### config.mk
export PLATFORM = sky130hd
export DESIGN_NAME = result_bcd_formatter_flat
export DESIGN_NICKNAME = d
export VERILOG_FILES = /design/src/rtl/result_bcd_formatter_if.sv /design/src/rtl/result_bcd_formatter.sv /design/src/flat_wrapper.sv
export SDC_FILE = /design/constraint.sdc
export NUM_CORES = 1
export LEC_CHECK = 0
export CAP_MARGIN = 20
export CORE_ASPECT_RATIO = 1.25
export CORE_MARGIN = 5
export CORE_UTILIZATION = 41
export DETAILED_ROUTE_END_ITERATION = 7
export SYNTH_ARGS = -nofsm -noshare
export SYNTH_HDL_FRONTEND = slang
export SYNTH_SLANG_ARGS = --single-unit
### constraint.sdc
create_clock -name clk -period 3.6 [get_ports clk]
set_input_delay 1.08 -clock clk [delete_from_list [all_inputs] [get_ports clk]]
set_output_delay 1.08 -clock clk [all_outputs]
set_load 0.03 [all_outputs]
### src/rtl/result_bcd_formatter_if.sv
// Handshake bundle between the ALU result bus, the BCD formatter and the display stage.
// The master side is the producer of results and the consumer of the display fields.
interface result_bcd_formatter_if #(
    parameter int IN_W   = 32,
    parameter int DIGITS = 10
);
    logic                  in_valid;
    logic                  in_ready;
    logic [IN_W-1:0]       in_result;
    logic                  out_valid;
    logic                  out_ready;
    logic                  out_sign;
    logic [4*DIGITS-1:0]   out_bcd;
    logic [3:0]            out_ndigits;

    modport master (
        output in_valid, in_result, out_ready,
        input  in_ready, out_valid, out_sign, out_bcd, out_ndigits
    );

    modport slave (
        input  in_valid, in_result, out_ready,
        output in_ready, out_valid, out_sign, out_bcd, out_ndigits
    );
endinterface

### src/rtl/result_bcd_formatter.sv
// Signed 32-bit result to sign + packed BCD, one double-dabble shift per clock.
// state | meaning: IDLE accept a result | SHIFT adjust and shift | DONE hold output for display
module result_bcd_formatter #(
    parameter int IN_W   = 32,
    parameter int DIGITS = 10
) (
    input  logic                    clk,
    input  logic                    rst_n,
    result_bcd_formatter_if.slave   bus
);
    localparam int CNT_W = $clog2(IN_W);
    localparam logic [CNT_W-1:0] LAST_SHIFT = CNT_W'(IN_W - 1);

    typedef enum logic [1:0] {S_IDLE, S_SHIFT, S_DONE} state_t;

    state_t                r_state;
    state_t                w_state_next;
    logic [IN_W-1:0]       r_mag;
    logic [4*DIGITS-1:0]   r_scratch;
    logic [CNT_W-1:0]      r_count;
    logic                  r_sign_next;
    logic                  r_sign;
    logic [4*DIGITS-1:0]   r_bcd;
    logic [3:0]            r_ndigits;

    logic [4*DIGITS-1:0]   w_adj;
    logic [4*DIGITS-1:0]   w_scratch_sh;
    logic [3:0]            w_nd;
    logic                  w_last;

    always_comb begin
        w_adj = r_scratch;
        for (int i = 0; i < DIGITS; i++) begin
            if (r_scratch[4*i +: 4] >= 4'd5)
                w_adj[4*i +: 4] = r_scratch[4*i +: 4] + 4'd3;
        end
        w_scratch_sh = {w_adj[4*DIGITS-2:0], r_mag[IN_W-1]};
        // Highest nonzero digit wins; all-zero still shows one digit.
        w_nd = 4'd1;
        for (int i = 0; i < DIGITS; i++) begin
            if (w_scratch_sh[4*i +: 4] != 4'd0)
                w_nd = 4'(i + 1);
        end
    end

    assign w_last = (r_count == LAST_SHIFT);

    always_ff @(posedge clk) begin
        if (!rst_n) r_state <= S_IDLE;
        else        r_state <= w_state_next;
    end

    always_comb begin
        w_state_next = r_state;
        case (r_state)
            S_IDLE:  if (bus.in_valid)  w_state_next = S_SHIFT;
            S_SHIFT: if (w_last)        w_state_next = S_DONE;
            S_DONE:  if (bus.out_ready) w_state_next = S_IDLE;
            default:                    w_state_next = S_IDLE;
        endcase
    end

    always_ff @(posedge clk) begin
        if (!rst_n) begin
            r_mag       <= '0;
            r_scratch   <= '0;
            r_count     <= '0;
            r_sign_next <= 1'b0;
            r_sign      <= 1'b0;
            r_bcd       <= '0;
            r_ndigits   <= 4'd1;
        end else begin
            case (r_state)
                S_IDLE: begin
                    if (bus.in_valid) begin
                        r_sign_next <= bus.in_result[IN_W-1];
                        r_mag       <= bus.in_result[IN_W-1] ? (~bus.in_result + IN_W'(1))
                                                             : bus.in_result;
                        r_scratch   <= '0;
                        r_count     <= '0;
                    end
                end
                S_SHIFT: begin
                    r_scratch <= w_scratch_sh;
                    r_mag     <= {r_mag[IN_W-2:0], 1'b0};
                    r_count   <= r_count + 1'b1;
                    if (w_last) begin
                        r_sign    <= r_sign_next;
                        r_bcd     <= w_scratch_sh;
                        r_ndigits <= w_nd;
                    end
                end
                default: ;
            endcase
        end
    end

    assign bus.in_ready    = (r_state == S_IDLE);
    assign bus.out_valid   = (r_state == S_DONE);
    assign bus.out_sign    = r_sign;
    assign bus.out_bcd     = r_bcd;
    assign bus.out_ndigits = r_ndigits;
endmodule
### src/flat_wrapper.sv
// flat-port wrapper written by rule: the top's interface ports become plain ports
module result_bcd_formatter_flat 
#(
    parameter int IN_W   = 32,
    parameter int DIGITS = 10
)
  (clk, rst_n, bus_in_valid, bus_in_result, bus_out_ready, bus_in_ready, bus_out_valid, bus_out_sign, bus_out_bcd, bus_out_ndigits);
  result_bcd_formatter_if #(.IN_W(IN_W), .DIGITS(DIGITS)) bus_i ();
  input  logic clk;
  input  logic rst_n;
  input wire logic [$bits(bus_i.in_valid)-1:0] bus_in_valid;
  input wire logic [$bits(bus_i.in_result)-1:0] bus_in_result;
  input wire logic [$bits(bus_i.out_ready)-1:0] bus_out_ready;
  output wire logic [$bits(bus_i.in_ready)-1:0] bus_in_ready;
  output wire logic [$bits(bus_i.out_valid)-1:0] bus_out_valid;
  output wire logic [$bits(bus_i.out_sign)-1:0] bus_out_sign;
  output wire logic [$bits(bus_i.out_bcd)-1:0] bus_out_bcd;
  output wire logic [$bits(bus_i.out_ndigits)-1:0] bus_out_ndigits;
  assign bus_i.in_valid = bus_in_valid;
  assign bus_i.in_result = bus_in_result;
  assign bus_i.out_ready = bus_out_ready;
  assign bus_in_ready = bus_i.in_ready;
  assign bus_out_valid = bus_i.out_valid;
  assign bus_out_sign = bus_i.out_sign;
  assign bus_out_bcd = bus_i.out_bcd;
  assign bus_out_ndigits = bus_i.out_ndigits;
  result_bcd_formatter #(.IN_W(IN_W), .DIGITS(DIGITS)) u_core (.clk(clk), .rst_n(rst_n), .bus(bus_i));
endmodule
==> results of run 1 <==
worst max-delay path, stage by stage:
cell,delay (ns)
clkdlybuf4s50_1,0.43
or4_4,0.58
nor4_4,0.19
nand4_2,0.18
or4_4,0.46
o31ai_4,0.18
xor2_1,0.17
o22ai_1,0.09
layout make-up:
type	instances	share of cell area (%)
clock buffers	23	6.40
well taps	208	3.28
multi-input cells	584	44.5
inverters	23	1.10
clock inverters	9	1.06
flip-flops and latches	125	31.5
repair buffers	101	12.1
power groups by stage:
| stage | logic, mW | clock network [mW] | registers [mW] |
|---|---|---|---|
| 2_1_floorplan | 0.176 | 0 | 1.46 |
| 3_3_place_gp | 0.276 | 0 | 1.46 |
| 3_5_place_dp | 0.282 | 0 | 1.46 |
| 4_1_cts | 0.282 | 1.70 | 1.44 |
| 5_1_grt | 0.311 | 1.76 | 1.44 |
| 6_report | 0.279 | 1.66 | 1.44 |
kinds of logic (layout without fill, tap and decap cells):
| group | count (synthesis) | in the layout |
|---|---|---|
| compound gates | 236 | 236 |
| fa+ha+maj | 23 | 23 |
| flops | 125 | 125 |
| mux | 12 | 12 |
| xor+xnor | 36 | 36 |
| buf+inv | 72 | 156 |
| simple gates | 277 | 277 |
cell usage after synthesis (20+ instances only):
cell	instances	area, µm²
nand2_1	62	233
dfxtp_1	125	2500
a21oi_1	89	445
inv_1	23	86.3
a211oi_1	23	173
o21ai_0	38	190
ha_1	23	288
nand3_1	26	130
a31oi_1	20	125
a22oi_1	24	180
clkbuf_1	36	135
nor2_1	105	394
metal layers:
metal	part of all wire, %	wire length (µm)
met3	5.4	849
met5	0	0
met4	2.0	318
met2	49	7590
met1	44	6880
per-stage QoR:
step | hold WS [ns] | total power, mW
6_report | 0.454 | 3.37
5_1_grt | 0.467 | 3.51
4_1_cts | 0.456 | 3.42
3_5_place_dp | 0.448 | 1.75
3_3_place_gp | 0.439 | 1.74
2_1_floorplan | 0.432 | 1.64
cells in the final DEF, fill, tap and decap left out, types with 23 or more instances in the layout:
master	netlist	layout
nand2_1	62	62
o21ai_0	38	38
clkdlybuf4s50_1	0	82
nand3_1	26	26
nor2_1	105	104
a22oi_1	24	24
dfxtp_1	125	125
ha_1	23	23
a21oi_1	89	89
a211oi_1	23	23
registers in the layout, summed over array words and instances (netlist names):
signal / count
u_core.bus.out_bcd: 40
u_core.r_sign_next: 1
u_core.r_count: 5
u_core.r_state: 2
u_core.bus.out_sign: 1
u_core.bus.out_ndigits: 4
u_core.r_mag: 32
u_core.r_scratch: 40
worst max path at each step:
| stage | slack, ns | end |
|---|---|---|
| after floorplan | 0.63 | u_core.r_mag[28] |
| after global placement | 0.10 | u_core.r_mag[28] |
| after detailed placement | 0.05 | u_core.r_mag[28] |
| after CTS | 0.49 | u_core.r_mag[28] |
| after global routing | 0.38 | u_core.r_mag[21] |
| final | 0.48 | u_core.r_mag[28] |
==> results.md, run 1 <==
* Clk network pwr share at 49.1%
* Core Region at 0.0151 mm²
* Port Buf Inserts at 82
* Area after DPL at 0.00734 mm²
* Final worst path period share at 86.7%
* I/O Pins at 83
* Switching Power at 0.789 mW
* Routability congestion estimate at 0.872
* Final-stage net count at 911
* Crit Path Max Fanout at 4
* Seq/Total Area, Yosys at 39.6%
* Pre-antenna DRT Iters at 6
* IR drop worst, VDD at 0.305 mV
* PnR worst setup slack at 0.480 ns
* Synth Cell Area at 0.00632 mm²
* Main synth FF type: dfxtp_1
* Initial antenna violation count at 0
* Setup bufs post-CTS at 0
* Sequential power share at 42.6%
* Largest net degree at the start of global routing at 101
* Post-synthesis compound-gate area fraction at 22.8%
* FFs w/ async S/R, synth at 0%
* Wire length per cell at 14.6 µm
* Final WL at 15600 µm
* Hold path depth at 2
* Rel. slew slack at 29.6%
* Count of different cell masters after synthesis at 49
* Met3 usage at 4.40%
* Final Cell Area at 0.00793 mm²
* Multi-input logic area at 0.00353 mm²
* # DRC at 0
* Placed cells at 1041
* Internal Power at 2.58 mW
* CP startpoint: bus_in_result[14]
* Setup TNS at 0 ns
* Worst-path clk slew at 0.05 ns
* Cts repair resizes at 0
* Clock skew at 0.00501 ns
* Register area at 0.00250 mm²
* Antenna Cells at 0
* Setup CP Type: input port to flop
* Mapped Avg Cell Area at 8.10 µm²
* Synth Warn # at 0
* Final std cells w/o fill at 1073
* Lkg Pwr at 2.73 nW
* Total grt overflow at 0
* Post-layout min period at 3.12 ns
* Status: completed
* Hold Buf Count CTS at 0
* Post-Synth Simple-Gate Area at 21.2%
* Multiplexer area fraction after synthesis at 2.02%
* Layout area overhead at 25.4%
* Final setup vio count at 0
* Die Y-Extent at 149 µm
* Pre-CTS setup slack at 0.0529 ns
* CP arrival at 3.38 ns
* Max-cap viol count at 0
* EDFF count, synth at 0
* Number of vias per cell at 5.42
* CP startpoint kind: input port
* Worst min-delay path startpoint: u_core.bus.out_bcd[1]
* Synth Instances at 781
* Worst R2R Path Depth at 9
* Fmax at 0.320 GHz
* Slew Viols, Final at 0
* GRT Total Usage at 17.6%
* First-pass GRT wire length at 26100 µm
* Hold Violations, Final at 0
* Root Driver: clkbuf_16
* Num CTS Buffers at 17
* Die area at 0.0180 mm²
* Worst R2R Start: u_core.r_scratch[32]
* Worst reg-to-reg setup slack at 1.25 ns
* Net Sw Frac at 23.4%
* RR Endpoint: u_core.bus.out_ndigits[2]
* Num rows at 50
* Largest family of logic cells by synthesized area: compound AO/OA/AOI/OAI gates
* Met2 GRT Util at 30.1%
* Post-Synth Adder-Cell Area at 4.55%
* M1 GR Usage at 21.1%
* Data required time of the worst path at 3.86 ns
* 1st-iter DRT viols at 279
* Final core utilization at 52.6%
* RSZ-0062 raised after global routing: false
* DR vias at 5820
* Chip width at 121 µm
* Clock latency on the worst-skew pair at 0.41 ns
* Routed Antenna Nets at 0
* Logic pwr share at 8.3%
* Post-Syn Nets at 840
* TritonCTS clock tree: yes
* Layout cells sized above 1 at 7.98%
* Slew @ Worst Pin at 1.06 ns
* Post-DP HPWL at 11000 µm
* Layer with the highest usage: met2
* Crit. End Element: flop
* Vias in the first global route at 5600
* CTS sink count at 125
* Hold EP: u_core.bus.out_bcd[1]
* Initial Utilization at 42.0%
* Xor and xnor area share after synthesis at 4.99%
* CTS max path bufs at 2
* HP Class: flop to flop
* PwrDens at 425 mW/mm²
* H-tree Lvls at 4
* Fill count at 1442
* #FFs+latches synth at 125
No activity file was read; power rests on OpenSTA's default activity.
==> inputs of run 2 (changes only) <==
- CORE_UTILIZATION: 41 -> 56
- PLACE_DENSITY: not set -> 0.81
==> results.md, run 2 (synthesized netlist as in run 1, its figures left out) <==
* CP startpoint kind: input port
* Port Buf Inserts at 82
* # DRC at 0
* CP arrival at 3.41 ns
* DR vias at 5999
* Fin Hold WS at 0.453 ns
* Final std cells w/o fill at 996
* PnR worst setup slack at 0.465 ns
* Max stage delay on crit path at 0.59 ns
* Num rows at 43
* Vias in the first global route at 5926
* Area after DPL at 0.00727 mm²
* Status: completed
* Final Cell Area at 0.00785 mm²
* I/O Pins at 83
* Routability congestion estimate at 0.889
* Lkg Pwr at 2.74 nW
* Hold Buf Count CTS at 0
* RSZ-0062 raised after global routing: false
* Pwr Total at 3.38 mW
* Final-stage net count at 907
* CTS max path bufs at 2
* Commonest non-fill, non-tap cell in the layout: dfxtp_1
* Num CTS Buffers at 17
* Routed Antenna Nets at 0
* Core Region at 0.0111 mm²
* Die area at 0.0135 mm²
* GRT Total Usage at 23.2%
* Post-layout min period at 3.13 ns
* Clock latency on the worst-skew pair at 0.41 ns
* Chip width at 105 µm
* Setup TNS at 0 ns
* Final setup vio count at 0
* Slew @ Worst Pin at 0.631 ns
* Total grt overflow at 0
* IR drop worst, VDD at 0.259 mV
* Die Y-Extent at 129 µm
* Slowest CP cell: or4_4
* Crit. End Element: flop
* Antenna Cells at 0
* Top routing layer used: met4
* Final worst path period share at 87.1%
* Wire length per cell at 15.9 µm
* Hold Violations, Final at 0
* Initial Utilization at 57.1%
* Setup bufs post-CTS at 0
* Clock skew at 0.00787 ns
* First-pass GRT wire length at 26300 µm
* Data required time of the worst path at 3.87 ns
* Layout cells sized above 1 at 7.08%
* Crit Path Max Fanout at 4
* Pre-CTS setup slack at 0.0675 ns
* Final core utilization at 70.8%
* Most common cell on crit path: or4_4
* Final WL at 15800 µm
* Largest net degree at the start of global routing at 69
* Slew Viols, Final at 0
* Setup CP Type: input port to flop
* Number of vias per cell at 6.02
* Layout area overhead at 24.1%
* Root Driver: clkbuf_16
* H-tree Lvls at 4
* Initial antenna violation count at 0
* M1 wire length at 6500 µm
* Max-cap viol count at 0
* Commonest non-fill, non-tap cells in the layout: 125 x dfxtp_1, 104 x nor2_1, 89 x a21oi_1
* Fill count at 867
* Pre-antenna DRT Iters at 5
* Post-DP HPWL at 10700 µm
* TritonCTS clock tree: yes
* Worst-path clk slew at 0.05 ns
* PwrDens at 431 mW/mm²
* 1st-iter DRT viols at 416
* WL met3 at 875 µm
* Fmax at 0.319 GHz
* Met2 WL post-DR at 8170 µm
* Rel. slew slack at 57.6%
* Placed cells at 964
* CTS sink count at 125
* Worst-path cell chain: clkdlybuf4s50_1 > or4_4 > nor4_4 > nand4_2 > or4_4 > o31ai_4 > xor2_1 > o22ai_1
* Cts repair resizes at 0
* HP Class: flop to flop
==> run 2: routing by layer <==
layer	vias up	track usage [%]
met3	24	5.77
met1	2845	25.4
met4	0	8.95
met2	198	42.9
met5	-	0
li1	2932	-
==> run 2: power by group <==
group / internal (mW) / switching (mW)
combinational: 0.114 / 0.170
clock: 1.09 / 0.579
sequential: 1.42 / 0.0187
==> run 2: worst paths after layout <==
check | depth (start not counted) | to | start | slack (ns)
max | 8 | u_core.r_mag[28] | bus_in_result[14] | 0.47
min | 2 | u_core.bus.out_bcd[29] | u_core.bus.out_bcd[29] | 0.45
max reg2reg | 9 | u_core.bus.out_ndigits[2] | u_core.r_scratch[32] | 1.24
min reg2reg | 2 | u_core.bus.out_bcd[29] | u_core.bus.out_bcd[29] | 0.45
==> run 2: final cells by class <==
cell class	count	area (µm²)	share of cell area [%]
clock buffer	25	495	6.31
clock inverter	7	85.1	1.08
inverter	23	87.6	1.12
multi-input combinational	584	3530	44.9
sequential	125	2500	31.9
tap	135	169	2.15
timing repair buffer	97	983	12.5
==> run 2: worst max-delay path: cells and delay by family <==
kind            cells  cell delay (ns)
xor+xnor            1             0.17
buf+inv             1             0.44
compound gates      2             0.30
simple gates        4             1.42
==> inputs of run 3 (changes only) <==
- SKIP_LAST_GASP: not set -> 1
==> results of run 3 <==
No change in the layout: final DEF, timing and power equal those of run 2.
